$ cat src/rtl/xs3_bcd_stream_conv.sv
// Multi-digit excess-3 <-> BCD stream converter, one digit per clock, valid/ready on both sides.
// Optional per-digit range check: define XS3_CONV_ERR_EN.
module xs3_bcd_stream_conv #(
  parameter int DIGITS = 4
) (
  input  logic                clk,
  input  logic                rst_n,
  input  logic                in_valid,
  output logic                in_ready,
  input  logic                in_mode,
  input  logic [4*DIGITS-1:0] in_data,
  output logic                out_valid,
  input  logic                out_ready,
  output logic [4*DIGITS-1:0] out_data,
  output logic [DIGITS-1:0]   out_err
);

  localparam int W  = 4 * DIGITS;
  localparam int CW = (DIGITS > 1) ? $clog2(DIGITS) : 1;
  localparam logic [CW-1:0] LAST = CW'(DIGITS - 1);

  typedef enum logic [1:0] {
    IDLE,
    CONV,
    DONE
  } state_t;

  state_t        state;
  logic [CW-1:0] cnt;
  logic [W-1:0]  work_data;
  logic [W-1:0]  next_data;
  logic          work_mode;
  logic [3:0]    cur_digit;
  logic [3:0]    res_digit;
  logic          accept;

`ifdef XS3_CONV_ERR_EN
  logic [DIGITS-1:0] work_err;
  logic [DIGITS-1:0] next_err;
  logic              digit_bad;
`endif

  // DONE can hand off directly to a new word when the result leaves in the same cycle.
  assign in_ready = rst_n && ((state == IDLE) || ((state == DONE) && out_ready));
  assign accept   = in_valid && in_ready;

  always_comb begin
    cur_digit = '0;
    for (int i = 0; i < DIGITS; i++) begin
      if (CW'(i) == cnt) cur_digit = work_data[4*i +: 4];
    end
  end

  always_comb begin
    res_digit = work_mode ? (cur_digit + 4'd3) : (cur_digit - 4'd3);
`ifdef XS3_CONV_ERR_EN
    digit_bad = work_mode ? (cur_digit > 4'd9)
                          : ((cur_digit < 4'd3) || (cur_digit > 4'd12));
    if (digit_bad) res_digit = 4'hF;
`endif
  end

  always_comb begin
    next_data = work_data;
    for (int i = 0; i < DIGITS; i++) begin
      if (CW'(i) == cnt) next_data[4*i +: 4] = res_digit;
    end
  end

`ifdef XS3_CONV_ERR_EN
  always_comb begin
    next_err = work_err;
    for (int i = 0; i < DIGITS; i++) begin
      if (CW'(i) == cnt) next_err[i] = digit_bad;
    end
  end
`else
  assign out_err = '0;
`endif

  always_ff @(posedge clk) begin
    if (!rst_n) begin
      state     <= IDLE;
      cnt       <= '0;
      work_data <= '0;
      work_mode <= 1'b0;
      out_valid <= 1'b0;
      out_data  <= '0;
`ifdef XS3_CONV_ERR_EN
      work_err  <= '0;
      out_err   <= '0;
`endif
    end else begin
      if (accept) begin
        work_data <= in_data;
        work_mode <= in_mode;
        cnt       <= '0;
        state     <= CONV;
`ifdef XS3_CONV_ERR_EN
        work_err  <= '0;
`endif
      end
      case (state)
        IDLE: ;
        CONV: begin
          work_data <= next_data;
`ifdef XS3_CONV_ERR_EN
          work_err  <= next_err;
`endif
          if (cnt == LAST) begin
            out_data  <= next_data;
`ifdef XS3_CONV_ERR_EN
            out_err   <= next_err;
`endif
            out_valid <= 1'b1;
            state     <= DONE;
          end else begin
            cnt <= cnt + 1'b1;
          end
        end
        DONE: begin
          if (out_ready) begin
            out_valid <= 1'b0;
            if (!in_valid) state <= IDLE;
          end
        end
        default: state <= IDLE;
      endcase
    end
  end

endmodule

$ cat config.mk
export PLATFORM = sky130hd
export DESIGN_NAME = xs3_bcd_stream_conv
export DESIGN_NICKNAME = d
export VERILOG_FILES = /design/src/rtl/xs3_bcd_stream_conv.sv
export SDC_FILE = /design/constraint.sdc
export NUM_CORES = 1
export LEC_CHECK = 0
export CAP_MARGIN = 20
export CORE_MARGIN = 4
export CORE_UTILIZATION = 30
export DETAILED_ROUTE_END_ITERATION = 6
export DONT_BUFFER_PORTS = 1
export HOLD_SLACK_MARGIN = 0.15
export SYNTH_ARGS = -nofsm -noshare
export SYNTH_HDL_FRONTEND = slang
export SYNTH_SLANG_ARGS = --single-unit
export TNS_END_PERCENT = 50
$ cat constraint.sdc
create_clock -name clk -period 2.9 [get_ports clk]
set_clock_uncertainty 0.15 [all_clocks]
set_input_delay 0.725 -clock clk [delete_from_list [all_inputs] [get_ports clk]]
set_output_delay 0.725 -clock clk [all_outputs]
set_load 0.01 [all_outputs]
# Yosys cells after proc, flatten, opt, wreduce, memory -nomap -nowiden
# Index checks and enable logic that the tools add are counted.
# word_totals
out_inout_bits	22
register_bits	38
# op_classes
reduce_logical	10
eq_ne	8
muxes	22
n_addsub	3
# ops
operator	count
4-bit 2-to-1 mux	9
16-bit 2-to-1 mux	2
2-bit 2-to-1 mux	7
2-bit case mux with 3 select lines	1
4-bit by 2-bit adder with 4-bit output (second input constant)	1
2-bit equality test (first input constant)	2
2-bit equality test (second input constant)	2
2-bit zero test	2
2-bit inequality test (second input constant)	2
2-bit nonzero test	2
4-bit by 2-bit subtractor with 4-bit output (second input constant)	1
1-bit logical AND	3
3-bit AND reduction	1
2-bit by 1-bit adder with 2-bit output (second input constant)	1
1-bit by 2-bit equality test with 1-bit output (first input constant)	1
2-bit by 1-bit equality test with 1-bit output (second input constant)	1
1-bit 2-to-1 mux	2
1-bit case mux with 2 select lines	1
2-bit AND reduction	1
1-bit logical OR	1

# Depth between registers and ports, before layout
# logic_depth
depth_word	9
ltp_mapped	13
depth_no_buf	12

# Worst setup path before layout
# OpenSTA, ideal clock, no wires.
# synth_timing
path_kind	register to register
startpoint	register cnt[1]
endpoint	register work_data[15]
setup_time_ns	0.096
setup_slack_ns	0.193
synth_period_minus_slack_ns	2.707
required_time_ns	2.654
n_path_buf	2
path_stages_with_launch	14
t_arrival_ns	2.462
cell_sequence	dfxtp_1 -> inv_1 -> ha_1 -> buf_6 -> clkbuf_1 -> nand2_1 -> a21oi_1 -> a21oi_1 -> o21ai_0 -> ha_1 -> a21o_1 -> a31oi_4 -> o21ba_4 -> o41ai_2
# synth_via
elab_chain_cells	9
elab_cells_between_ends	13
cone_classes	add/sub (2); eq/ne (3); mux (7); reduce/logical (1)
# synth_rtl
item	line_no	rtl
start: declaration	29	logic [CW-1:0] cnt;
start signal: assignment	118	cnt <= cnt + 1'b1;
2-bit zero test	50	if (CW'(i) == cnt) cur_digit = work_data[4*i +: 4];
4-bit 2-to-1 mux (4 in a row)	50	
4-bit by 2-bit subtractor with 4-bit output or 4-bit by 2-bit adder with 4-bit output (tied branches)	55	res_digit = work_mode ? (cur_digit + 4'd3) : (cur_digit - 4'd3);
4-bit 2-to-1 mux	55	
4-bit 2-to-1 mux *	66	if (CW'(i) == cnt) next_data[4*i +: 4] = res_digit;
16-bit 2-to-1 mux *	103	case (state)
end signal: assignment	95	work_data <= in_data;
end signal: assignment	106	work_data <= next_data;
end: declaration	30	logic [W-1:0] work_data;
# Every way passes the cells marked *; elsewhere a longest branch is shown, timed or not.
# A chain may end at the register's enable or synchronous reset.

# Worst setup path after layout
# layout_timing
startpoint	register cnt[1]
endpoint	register work_data[6]
# The elaborated chain is that of the path after synthesis.

==> impl_metrics.toml <==
[sta]
tightest_slew_ns = 0.677
max_freq_ghz = 0.366
layout_min_cycle_time_ns = 2.73
slew_headroom_pct = 54.7
finalSetupViolations = 0
fin_crit_sh_pct = 94.3
hold_violations = 0
slew_violations = 0
whs_ns = 0.341

[route]
drcViolationCount = 0
avgViaCountPerCell = 5.40
dr.first_iter.drc_count = 92
ant_nets = 0
dr_total_vias = 1767
first_pass_iters = 4
totalWireLength_um = 5330
wl_per_cell_um = 16.3

[yosys]
synth_top_cell_by_area = "dfxtp_1"
ys.flop_type = "dfxtp_1"
avgSynthCellArea_um2 = 8.51
yosys-top-cells-area = "dfxtp_1 (36%), nor2_1 (6.1%), a21oi_1 (4.6%), nand2_1 (4.0%), ha_1 (3.6%)"
synth_edf_count = 0
synthTopCellsByCount = "dfxtp_1 (38), nor2_1 (34), nand2_1 (22)"
ys_types = 46
yosysSeqAreaShare_pct = 36.5
post-synth-top-count-cell = "dfxtp_1"
synth_cells = 245
async_reset_ff_share_pct = 0
synth-seq-cells = 38
synth_warnings = 0
syn_area_um2 = 2080
yosysTopAreaCellShare_pct = 36.5

[power]
power.total_uw = 1180
vdd_drop_max_mv = 0.181
p_per_area_nw_per_um2 = 514
p_leak_uw = 0.000829

[finish]
drive_gt1_share_pct = 14.2
diodes = 0
final_nets = 274
syn2layout_area_growth_pct = 10.2
finish.utilization_pct = 34.0
nFillCells = 736

[floorplan]
num_rows = 30
fp.dieH_um = 91.4
initial_core_util_pct = 30.9
ios = 43
coreArea_um2 = 6760
die_area_um2 = 8350
die_w_um = 91.4

[critical_path]
cp_max_fo = 12
arrival_ns = 2.76
cp.required_ns = 2.92
endpoint_kind = "flop"
path_class = "reg2reg"
crit_start = "cnt[1]"
r2r_start = "cnt[1]"
cp-start-kind = "flop"
rr_worst_depth = 12

[clock_network]
h-tree-depth = 2
cts_root_buf = "clkbuf_8"
clkTransAtPathRegs_ns = 0.08
tritoncts = "yes"
clock-sinks = 38
postCtsHoldBufs = 0
cts_buffer_depth = 2
insertion_delay_ns = 0.30
cts_buffers = 5

[worst_hold_path]
hold_class = "reg2reg"
worstHoldStart = "work_data[14]"
hold_depth = 2

[run]
maxCapViolCount = 0

[global_routing]
grt_usage_pct = 13.3
grt_max_degree = 19
first_global_vias = 1736
grt_pass1_wl_um = 8790
antenna_found_initial = 0
gr-total-overflow = 0

[place]
globalplace.congestion = 0.800
hpwlAfterDp_um = 3930
io_buffers = 0

[status]
status = "complete, no violations"
per-layer routing:
layer	up-vias	global-route usage, %	wire (um)
li1	879	-	-
met1	824	17.2	2510
met2	56	19.7	2340
met3	8	5.55	384
met4	0	5.15	99
met5	-	0	0
cells by family (layout without fill, tap and decap cells):
family,after synthesis,count (layout),synth area share (%)
AND/OR/NAND/NOR,94,94,22.6
AO/OA/AOI/OAI,73,73,26.8
flip-flops,38,38,36.5
buffers and inverters,26,25,6.54
adder cells (fa/ha/maj),7,7,4.56
multiplexers,5,5,2.40
other,1,4,0.180
XOR/XNOR,1,1,0.420
flip-flops by register name, summed over array words and instances, names as in the netlist:
register	count
work_data	16
out_data	16
out_valid	1
cnt	2
work_mode	1
state	2
layout by cell type (no fill, tap or decap), drive strengths merged, types with 5 or more instances in the layout:
cell / Yosys / layout
o32ai: 6 / 6
inv: 5 / 5
a211oi: 9 / 9
nand2: 22 / 22
dfxtp: 38 / 38
nor2b: 5 / 5
nor2: 34 / 34
clkbuf: 10 / 7
o21ai: 10 / 10
a21oi: 19 / 19
nor3b: 5 / 5
mux2i: 5 / 5
buf: 11 / 12
nand3: 12 / 12
ha: 6 / 6
metrics by stage:
step | cell area (um2) | TNS [ns] | setup slack, ns | instances
finish | 2300 | 0 | 0.165 | 327
global route | 2300 | -0.00143 | -0.00143 | 327
CTS | 2260 | 0 | 0.0295 | 326
detailed placement | 2160 | -0.239 | -0.0651 | 318
global placement | 2160 | 0 | 0.101 | 318
floorplan | 2100 | 0 | 0.193 | 248
area by class of cell:
| cell class | count | area, um2 | area share (%) |
|---|---|---|---|
| sequential | 38 | 763 | 33.2 |
| clock inverter | 1 | 5.00 | 0.218 |
| tap | 80 | 100 | 4.36 |
| clock buffer | 7 | 86.3 | 3.76 |
| timing repair buffer | 12 | 90.1 | 3.92 |
| multi-input combinational | 184 | 1230 | 53.7 |
| inverter | 5 | 18.8 | 0.817 |
report_power, final:
part | internal (uW) | total [uW] | switching, uW
combinational | 104 | 244 | 140
clock | 192 | 375 | 183
sequential | 543 | 563 | 20.2
worst max-delay path: stages, from the launching register on:
cell and delay [ns]:
dfxtp_2 0.35, inv_1 0.10, ha_4 0.22, nand3b_1 0.16, a21oi_1 0.16, a21oi_1 0.06
nor2_1 0.12, a21oi_1 0.08, fa_1 0.44, xnor2_2 0.21, and2_1 0.22, a222oi_1 0.28
nor2_1 0.07
timing repair:
action,in CTS,in global routing
setup endpoints to repair,6,12
endpoints found under the hold margin,0,0
gates resized for setup,2,7
buffers inserted,0,1
worst paths after layout:
kind	slack, ns	endpoint
worst max register to register	0.17	work_data[6]
worst max-delay path	0.17	work_data[6]
worst min-delay path	0.34	work_data[14]
worst min register to register	0.34	work_data[14]
Power figures use the tool's default switching activity.
